[src/rtl/aes_spi_ctrl.sv]
// Command controller between the SPI frame port and the AES key-expansion and
// cipher cores. Supports key-reuse sessions, per-block encrypt/decrypt and
// sticky busy/overrun/timeout/mode/no-key error reporting.
module aes_spi_ctrl #(
  parameter int KEY_W   = 256,
  parameter int BLK_W   = 128,
  parameter int TIMEOUT = 64,
  parameter int ENC_EN  = 1,
  parameter int DEC_EN  = 1
) (
  input  logic             clk,
  input  logic             rst_n,
  input  logic             rx_valid,
  input  logic [KEY_W+1:0] rx_frame,
  output logic             ke_start,
  output logic [3:0]       ke_nk,
  output logic [3:0]       ke_nr,
  output logic [KEY_W-1:0] ke_key,
  input  logic             ke_done,
  output logic             cr_start,
  output logic             cr_encrypt,
  output logic [BLK_W-1:0] cr_din,
  input  logic             cr_done,
  input  logic [BLK_W-1:0] cr_dout,
  output logic [BLK_W-1:0] tx_data,
  output logic             tx_load,
  output logic             busy,
  output logic [7:0]       status,
  output logic [7:0]       blk_cnt
);

  localparam int TW = $clog2(TIMEOUT) + 1;

  typedef enum logic [1:0] {S_NOKEY, S_EXPAND, S_READY, S_CRYPT} state_t;

  state_t           state, state_next;
  logic [TW-1:0]    timer;
  logic             key_valid, err_nokey, err_mode, err_ovr, err_tmo;
  logic [1:0]       key_sz;

  logic [1:0]       opcode;
  logic [KEY_W-1:0] payload;
  logic             is_data, mode, mode_ok, expired;
  logic [3:0]       nk_sel, nr_sel;
  logic             acc_key, acc_data, op_done, op_tmo;
  logic             set_nokey, set_mode, set_ovr;

  assign opcode  = rx_frame[KEY_W+1:KEY_W];
  assign payload = rx_frame[KEY_W-1:0];
  assign is_data = (opcode == 2'b11);
  assign mode    = payload[KEY_W-1];
  assign mode_ok = mode ? (ENC_EN != 0) : (DEC_EN != 0);
  assign expired = (timer == TW'(TIMEOUT - 1));

  assign busy   = (state == S_EXPAND) || (state == S_CRYPT);
  assign status = {key_valid, busy, err_nokey, err_mode, err_ovr, err_tmo, key_sz};

  // Key-size opcode to round-key parameters.
  always_comb begin
    nk_sel = 4'd8;
    nr_sel = 4'd14;
    case (opcode)
      2'b00:   begin nk_sel = 4'd4; nr_sel = 4'd10; end
      2'b01:   begin nk_sel = 4'd6; nr_sel = 4'd12; end
      default: begin nk_sel = 4'd8; nr_sel = 4'd14; end
    endcase
  end

  // State register.
  always_ff @(posedge clk or negedge rst_n) begin
    if (!rst_n) state <= S_NOKEY;
    else        state <= state_next;
  end

  // Next-state decode and per-cycle event strobes for the datapath.
  always_comb begin
    state_next = state;
    acc_key    = 1'b0;
    acc_data   = 1'b0;
    op_done    = 1'b0;
    op_tmo     = 1'b0;
    set_nokey  = 1'b0;
    set_mode   = 1'b0;
    set_ovr    = 1'b0;
    case (state)
      S_NOKEY, S_READY: begin
        if (rx_valid) begin
          if (!is_data) begin
            acc_key    = 1'b1;
            state_next = S_EXPAND;
          end else if (state == S_NOKEY) begin
            set_nokey = 1'b1;
          end else if (!mode_ok) begin
            set_mode = 1'b1;
          end else begin
            acc_data   = 1'b1;
            state_next = S_CRYPT;
          end
        end
      end
      S_EXPAND: begin
        set_ovr = rx_valid;
        if (ke_done) begin
          op_done    = 1'b1;
          state_next = S_READY;
        end else if (expired) begin
          op_tmo     = 1'b1;
          state_next = S_NOKEY;
        end
      end
      S_CRYPT: begin
        set_ovr = rx_valid;
        if (cr_done) begin
          op_done    = 1'b1;
          state_next = S_READY;
        end else if (expired) begin
          op_tmo     = 1'b1;
          state_next = S_NOKEY;
        end
      end
      default: state_next = S_NOKEY;
    endcase
  end

  // Latches, pulses, sticky errors, block counter and wait timer.
  always_ff @(posedge clk or negedge rst_n) begin
    if (!rst_n) begin
      timer      <= '0;
      ke_start   <= 1'b0;
      ke_nk      <= '0;
      ke_nr      <= '0;
      ke_key     <= '0;
      cr_start   <= 1'b0;
      cr_encrypt <= 1'b0;
      cr_din     <= '0;
      tx_data    <= '0;
      tx_load    <= 1'b0;
      blk_cnt    <= '0;
      key_valid  <= 1'b0;
      key_sz     <= '0;
      err_nokey  <= 1'b0;
      err_mode   <= 1'b0;
      err_ovr    <= 1'b0;
      err_tmo    <= 1'b0;
    end else begin
      ke_start <= acc_key;
      cr_start <= acc_data;
      tx_load  <= 1'b0;
      // Timer restarts on every state change so each wait state counts from 0.
      timer    <= (busy && state_next == state) ? timer + TW'(1) : '0;
      if (set_nokey) err_nokey <= 1'b1;
      if (set_mode)  err_mode  <= 1'b1;
      if (set_ovr)   err_ovr   <= 1'b1;
      if (op_tmo)    err_tmo   <= 1'b1;
      if (acc_key) begin
        ke_key    <= payload;
        ke_nk     <= nk_sel;
        ke_nr     <= nr_sel;
        key_sz    <= opcode;
        key_valid <= 1'b0;
        blk_cnt   <= '0;
        err_nokey <= 1'b0;
        err_mode  <= 1'b0;
        err_ovr   <= 1'b0;
        err_tmo   <= 1'b0;
      end
      if (acc_data) begin
        cr_din     <= payload[BLK_W-1:0];
        cr_encrypt <= mode;
      end
      if (state == S_EXPAND && op_done) key_valid <= 1'b1;
      if (state == S_CRYPT && op_done) begin
        tx_data <= cr_dout;
        tx_load <= 1'b1;
        blk_cnt <= blk_cnt + 8'd1;
      end
      if (state == S_CRYPT && op_tmo) key_valid <= 1'b0;
    end
  end

endmodule

[config.mk]
export PLATFORM = sky130hd
export DESIGN_NAME = aes_spi_ctrl
export DESIGN_NICKNAME = d
export VERILOG_FILES = /design/src/rtl/aes_spi_ctrl.sv
export SDC_FILE = /design/constraint.sdc
export NUM_CORES = 1
export LEC_CHECK = 0
export ABC_AREA = 0
export CAP_MARGIN = 20
export CORE_AREA = 2 2 362 364
export DETAILED_ROUTE_END_ITERATION = 10
export DIE_AREA = 0 0 364 366
export GPL_ROUTABILITY_DRIVEN = 0
export PLACE_DENSITY_LB_ADDON = 0.08
export SYNTH_ARGS = -nofsm -noshare
export SYNTH_HDL_FRONTEND = slang
export SYNTH_SLANG_ARGS = --single-unit
[constraint.sdc]
create_clock -name clk -period 1.96 [get_ports clk]
set_clock_uncertainty 0.2 [all_clocks]
set_input_delay 0.588 -clock clk [delete_from_list [all_inputs] [get_ports clk]]
set_output_delay 0.588 -clock clk [all_outputs]
set_load 0.05 [all_outputs]
---- After elaboration in Yosys (flattened, before gate mapping) ----
Index checks and enable logic that the tools add are counted.
operators by class
  add/subtract/negate cells ............... 2
  equal/unequal tests ..................... 7
  muxes and demuxes ....................... 41
  reductions and logical operators ........ 14
operators by type and width
  cell                                                 count
  2-to-1 mux 1 bit                                     27
  2-to-1 mux 8 bit                                     2
  2-to-1 mux 2 bit                                     6
  adder 8 x 1 -> 8 bit, second input constant          1
  case mux 4 bit (2 select lines)                      1
  nonzero test 2 bit                                   4
  adder 7 x 1 -> 7 bit, second input constant          1
  equality test 7 x 6 -> 1 bit, second input constant  1
  2-to-1 mux 7 bit                                     1
  equality test 2 bit, second input constant           3
  case mux 2 bit (3 select lines)                      1
  case mux 3 bit (2 select lines)                      1
  equality test 2 x 1 -> 1 bit, second input constant  2
  logical AND 1 bit                                    4
  logical NOT 2 bit                                    2
  case mux 1 bit (2 select lines)                      2
  OR reduction 2 bit                                   2
  nonzero test 3 bit                                   1
  equality test 2 bit                                  1
  logical OR 1 bit                                     1
storage, ports and cells
  bits in registers ....................... 548
  input bits .............................. 391
  output and inout port bits .............. 541
  logic and storage cells ................. 82

---- Depth between registers and ports, before layout ----
Gate-level depths: netlist of the first run.
  word-level depth ........................ 8
  mapped depth ............................ 8
  mapped depth without buffers ............ 5

---- Worst setup path before layout of the first run ----
OpenSTA, ideal clock, no wires.
  kind .................................... flip-flop to output port
  start ................................... reg state[0]
  end ..................................... out status[6]
  data arrival time ....................... 1.244 ns
  required time ........................... 1.172 ns
  path slack .............................. -0.072 ns
  stages on the path, launching flop included .. 4
  buffers on the path ..................... 3
  cell sequence ........................... dfrtp_1 buf_4 clkbuf_1 buf_4
on the way
  word-level cells in the longest chain between the ends .. 2
  elaborated cells on any way between the ends .. 3
  classes of those cells .................. eq/ne (2); reduce/logical (1)
ends and longest elaborated chain
  what                                                                        line  source
  start, declared                                                             36    state_t state, state_next;
  start signal, assigned                                                      72    else state <= state_next;
  equality test 2 x 1 -> 1 bit / equality test 2 bit (equally long branches)  55    assign busy = (state == S_EXPAND) || (state == S_CRYPT);
  logical OR 1 bit (*)                                                        55
  end, declared                                                               28    output logic [7:0] status,
Mark *: on every way between the ends. The rest lies on a longest branch, timed or not.

---- Final worst setup path of the first run ----
Ends and elaborated chain as after synthesis.

==> impl_metrics.yaml, run 1 <==
grt:
  grt_pass1_wl_mm: 139
  globalRouteOverflowTotal: 0
  grt_max_degree: 76
  track_usage_pct: 14.3
  antenna_found_initial: 13
  first_global_vias: 19400
floorplan:
  num_rows: 132
  num_io_pins: 932
  start_util_pct: 16.2
  die_y_um: 366
  dieArea_mm2: 0.133
  coreArea_mm2: 0.129
  fp.dieW_um: 364
timing:
  final_max_slew_viol_count: 0
  min_period_ns: 2.11
  fin_crit_sh_pct: 108
  max_freq_mhz: 474
  rsz0062_at_grt: "yes"
  setup_viol_count_final: 542
  fin_ws_ns: -0.148
  tns_ns: -15.70
  worst_pin_slew_ns: 0.535
  relSlewSlack_pct: 64.3
  hold_violations: 0
pwr:
  p_per_area_mw_per_mm2: 2120
  leakage_uw: 0.0206
  irDropWorstVdd_uv: 787
  power.total_uw: 89900
worst_setup_path:
  cp-end-kind: "output port"
  path_max_fanout: 3
  critical_path_arrival_ns: 1.32
  cp.required_ns: 1.17
  worstSetupStartpointType: "register"
  path_class: "register to output port"
synth:
  yosysTopAreaCellShare_pct: 65.3
  synth_seq_cells: 545
  syn_area_mm2: 0.0209
  avgSynthCellArea_um2: 10.3
  synth_cells: 2029
  ys.flop_type: "dfrtp_1"
  ys_types: 32
  yosysTopAreaCell: "dfrtp_1"
  synth-async-reset-ratio_pct: 100
  yosysWarnings: 0
  synth_edf_count: 0
  synth_seq_area_share_pct: 65.3
  synth_area_leaders: "dfrtp_1, nand2_1, mux2_4"
clock_network:
  ctsRootBufferMaster: "clkbuf_16"
  clock-sinks: 545
  clk_pin_slew_ns: 0.06
  numCtsBuffers: 73
  tritoncts: "done"
  insertion_delay_ns: 0.63
  cts_htree_levels: 3
  cts-root-to-sink-buffers: 3
detailed_routing:
  route.detailed.drc: 0
  drt_iter0_markers: 805
  vias: 18300
  first_pass_iters: 5
  viasPerCell: 3.66
  routed_wl_mm: 98.4
  drtAntennaViolNets: 0
  routed_wire_length_per_instance_um: 19.6
worst_hold_path:
  hold_path.class: "register to register"
placement:
  dp_hpwl_mm: 74.7
  dp.cells: 4686
  place_area_mm2: 0.0385
  io_buffers: 928
run_status:
  violations: "setup timing"
  status: "finished, violations left"
cells_and_area:
  nFillCells: 12900
  final_nets: 3602
  fin_cells: 5011
  final_cell_area_mm2: 0.0424
  multi_input_area_mm2: 0.00668
  area_growth_pct: 103
  regArea_mm2: 0.0137
  drive_gt1_share_pct: 33.0
run:
  cap_viol_max_count: 0
[state kept, by name, indices dropped and copies added, names as in the netlist]
signal / flops
tx_load: 1
err_ovr: 1
key_valid: 1
cr_encrypt: 1
tx_data: 128
err_nokey: 1
state: 2
ke_nk: 3
ke_start: 1
err_tmo: 1
blk_cnt: 8
cr_din: 128
cr_start: 1
ke_key: 256
ke_nr: 3
key_sz: 2
timer: 7
[through the flow]
stage          hold WS, ns  setup WS, ns  utilization (%)
2_1_floorplan       0.0924         0.148                -
3_3_place_gp         0.239        -0.556             29.8
3_5_place_dp         0.249        -0.561             29.8
5_1_grt              0.233        -0.230             32.9
6_report             0.259        -0.148             32.9
4_1_cts              0.195        -0.217             32.2
[layout by cell type, fill, tap and decap left out, types with 4 or more instances in the layout]
master / count
diode_2: 10
a21oi_1: 5
buf_4: 233
mux2_4: 99
dfrtp_1: 534
nor2_1: 11
clkbuf_8: 18
dfrtp_2: 11
clkbuf_16: 81
nand3_1: 9
clkdlybuf4s50_1: 389
mux2_2: 30
buf_12: 578
clkinv_2: 4
and3_1: 6
clkbuf_1: 21
nand2_1: 1177
o21ai_0: 8
[cells in the mapped netlist (2+ instances only)]
cell type and number:
xnor2_1 3, ha_1 2, nor3_1 2, nand4_1 2
buf_4 9, buf_2 39, and3_1 6, mux2_2 30
nand2_1 1177, nand2b_1 3, buf_1 7, o21ai_0 8
dfrtp_1 545, clkbuf_1 45, inv_2 2, mux2i_1 3
mux2_4 99, buf_6 11, nor2_1 11, nand3_1 9
a21oi_1 5
[kinds of logic (layout without fill, tap and decap cells)]
family | count (synthesis) | count (layout) | synth area share, %
other cells | 1 | 13 | 0.0180
xor+xnor | 4 | 4 | 0.168
flops | 545 | 545 | 65.3
fa+ha+maj | 2 | 2 | 0.120
buf+inv | 114 | 1342 | 2.84
mux | 132 | 132 | 8.88
compound gates | 16 | 16 | 0.432
simple gates | 1215 | 1215 | 22.2
[critical path: stages (launching register included)]
cell and delay, ns:
dfrtp_1 0.40, buf_8 0.15, buf_12 0.14
[layer usage]
metal | global-route usage, % | vias to the layer above | wire length (um)
met5 | 0 | - | 51
met4 | 5.30 | 8 | 3180
met3 | 5.91 | 139 | 8640
met2 | 25.8 | 564 | 51500
met1 | 14.5 | 8969 | 35100
li1 | - | 8657 | -
[worst paths after layout]
path / startpoint / to / slack (ns) / depth (start not counted)
setup / recovery: state[0] / status[6] / -0.15 / 2
hold / removal: timer[0] / timer[0] / 0.26 / 1
setup reg to reg: state[0] / cr_din[69] / -0.01 / 6
hold reg to reg: timer[0] / timer[0] / 0.26 / 1
max in group asynchronous: rst_n / ke_key[164] / 0.51 / 3
min in group asynchronous: rst_n / ke_key[114] / 0.27 / 2
[power by group]
part | total (uW) | switching, uW | internal [uW]
combinational | 54300 | 28100 | 26200
clock | 13300 | 5320 | 7970
sequential | 22300 | 5740 | 16500
[area by class of cell]
class / count / share of cell area, %
inverters: 3 / 0.0501
diodes: 10 / 0.0590
clock inverters: 11 / 0.354
well taps: 1742 / 5.14
clock buffers: 114 / 5.19
multi-input cells: 1372 / 15.7
repair buffers: 1214 / 41.3
flip-flops and latches: 545 / 32.2
[what timing repair did]
item | in CTS | in global routing
hold buffers | 1 | 0
hold endpoints to repair | 345 | 0
buffers inserted | 88 | 94
gates cloned | 0 | 7
pin swaps | 0 | 1
resized for setup | 12 | 5
setup endpoints to repair | 538 | 576
No activity file was read; power rests on OpenSTA's default activity.
==> run 2: changes to the inputs <==
Settings changed: ABC_AREA 0 to 1, CORE_AREA 2 2 362 364 to 2 2 361 363, DIE_AREA 0 0 364 366 to 0 0 363 365.
==> run 2 against run 1 <==
The run still ends with setup timing left. Highest routed layer unchanged. Synthesized cell count increased by 9.4%. Core utilization increased by 0.051 points. Total power increased by 0.98%. Setup slack got worse by 0.018 ns. Non-clock buffer count increased by 35. Wire length increased by 4.4%. Worst hold slack improved by 0.010 ns.
==> impl_metrics.yaml, run 2 <==
run_status:
  status: "finished, violations left"
  violations: "setup timing"
floorplan:
  coreArea_mm2: 0.129
  dieArea_mm2: 0.132
  num_rows: 132
  die_y_um: 365
  start_util_pct: 16.1
  fp.dieW_um: 363
  num_io_pins: 932
detailed_routing:
  drt_iter0_markers: 930
  routed_wire_length_per_instance_um: 19.9
  viasPerCell: 3.73
  first_pass_iters: 5
  vias: 19300
  route.detailed.drc: 0
  routed_wl_mm: 103
  drtAntennaViolNets: 0
cells_and_area:
  fin_cells: 5168
  drive_gt1_share_pct: 28.9
  final_nets: 3818
  top_register: "ke_key"
  final_common_cell: "nand2_1"
  area_growth_pct: 104
  largest_reg_flops: 256
  final_cell_mix: "nand2_1, buf_12, dfrtp_1"
  largest_registers: "ke_key (256), cr_din (128), tx_data (128)"
  fin_util_pct: 32.9
synth:
  ys_types: 28
  synth_seq_cells: 545
  synth_area_leaders: "dfrtp_1, nand2_1, o21ai_1"
  yosysTopAreaCell: "dfrtp_1"
  synth_cells: 2220
  synth.mux.area_fraction_pct: 0
  yosysMostFrequentCell: "nand2_1"
  synth_edf_count: 0
  synthSimpleGateAreaFrac_pct: 20.5
  synth_top_family_by_area: "simple AND/OR/NAND/NOR gates"
  syn_area_mm2: 0.0207
  synth_xor_xnor_area_share_pct: 0.127
  yosysWarnings: 0
  yosys-top-cells-count: "nand2_1, dfrtp_1, o21ai_1"
  avgSynthCellArea_um2: 9.33
  synth-compound-area-share_pct: 6.64
  synth_seq_area_share_pct: 65.8
  synth-async-reset-ratio_pct: 100
  synthAdderAreaFrac_pct: 0.121
  ys.flop_type: "dfrtp_1"
  yosysTopAreaCellShare_pct: 65.8
placement:
  dp_hpwl_mm: 78.9
  post-place-ws_ns: -0.754
  dp.cells: 4818
  io_buffers: 928
clock_network:
  clk_pin_slew_ns: 0.06
  numCtsBuffers: 75
  cts-root-to-sink-buffers: 3
  tritoncts: "done"
  insertion_delay_ns: 0.62
  cts_htree_levels: 3
  clock-sinks: 545
  ctsRootBufferMaster: "clkbuf_16"
timing:
  hold_slack_ns: 0.269
  fin_crit_sh_pct: 108
  hold_violations: 0
  fin_ws_ns: -0.167
  max_freq_mhz: 470
  final_max_slew_viol_count: 0
  tns_ns: -16.92
  min_period_ns: 2.13
  rsz0062_at_grt: "yes"
  setup_viol_count_final: 530
worst_setup_path:
  crit_buf_inv: 2
  worstSetupStartpointType: "register"
  rr_endpoint: "cr_din[127]"
  path_max_fanout: 3
  cp.required_ns: 1.17
  reg2regPathDepth: 6
  path_class: "register to output port"
  cp_top_family: "flip-flops"
  critPathMaxStageDelay_ns: 0.42
  critical_path_arrival_ns: 1.34
  r2r_slack_ns: 0.11
  crit_chain: "buf_8, buf_12"
  cp-end-kind: "output port"
  regToRegStartpoint: "state[0]"
  cp_slowest_cell: "dfrtp_2"
pwr:
  p_int_uw: 50600
  p_switching_uw: 40100
  comb_power_share_pct: 60.0
  clkPwrFrac_pct: 15.3
  p_seq_share_pct: 24.7
  leakage_uw: 0.0205
  p_per_area_mw_per_mm2: 2140
  irDropWorstVdd_uv: 978
  switching_share_pct: 44.2
grt:
  grt_pass1_wl_mm: 143
  grt_max_degree: 51
  globalRouteOverflowTotal: 0
  first_global_vias: 19800
  antenna_found_initial: 25
  track_usage_pct: 14.7
run:
  cap_viol_max_count: 0
worst_hold_path:
  hold_path.class: "primary input to asynchronous set/reset pin"
==> run 2: cell count changes after synthesis, sizes merged, moves of 8 or more <==
cell / previous run / this run
nor2: 11 / 19
mux2: 129 / 0
clkbuf: 45 / 20
nand2: 1178 / 1076
buf: 66 / 105
nand3: 10 / 19
o21ai: 8 / 265
inv: 3 / 154
==> run 2: cell families after synthesis <==
logic type	after synthesis
AND/OR/NAND/NOR	1118
flip-flops	545
buffers and inverters	279
AO/OA/AOI/OAI	272
XOR/XNOR	3
adder cells (fa/ha/maj)	2
other	1
==> run 2: per-layer routing <==
metal / up-vias / wire length, um / track usage (%)
li1: 9258 / - / -
met1: 9169 / 37700 / 15.7
met2: 661 / 51100 / 25.4
met3: 145 / 11000 / 7.05
met4: 26 / 2740 / 4.91
met5: - / 162 / 0
==> run 2: layout make-up <==
| class | count | area, um2 |
|---|---|---|
| Tap cell | 1675 | 2100 |
| Antenna cell | 10 | 25.0 |
| Fill cell | 13100 | 86300 |
| Inverter | 154 | 581 |
| Multi-Input combinational cell | 1400 | 5760 |
| Sequential cell | 545 | 13700 |
| Timing Repair Buffer | 1249 | 17800 |
| Clock buffer | 112 | 2250 |
| Clock inverter | 23 | 240 |
==> run 2: worst max-delay path by stage <==
stage / end / startpoint / depth (start not counted)
2_1_floorplan: status[6] / state[0] / 3
3_3_place_gp: cr_din[119] / rx_frame[256] / 7
3_5_place_dp: cr_din[27] / rx_frame[256] / 7
4_1_cts: busy / state[0] / 2
5_1_grt: status[6] / state[0] / 2
6_report: status[6] / state[0] / 2
==> run 2: timing repair <==
action,CTS,global route
buffers inserted,84,116
endpoints found under the setup margin,550,615
resized for setup,21,4
hold buffers,1,0
hold endpoints to repair,94,0
gates cloned,1,3
pin swaps,2,1
==> run 2: power groups by stage <==
stage | combinational [uW] | clock (uW) | sequential (uW)
global route | 56900 | 14900 | 23000
CTS | 53500 | 14400 | 22500
detailed placement | 52300 | 0 | 22700
global placement | 52200 | 0 | 22500
finish | 54500 | 13900 | 22500
floorplan | 6070 | 0 | 37600
==> run 2: metrics by stage <==
step                instance area (um2)  total power [uW]
global placement                  38200             74800
detailed placement                38200             74900
finish                            42400             90800
floorplan                         20700             43600
global route                      42400             94800
CTS                               41400             90500
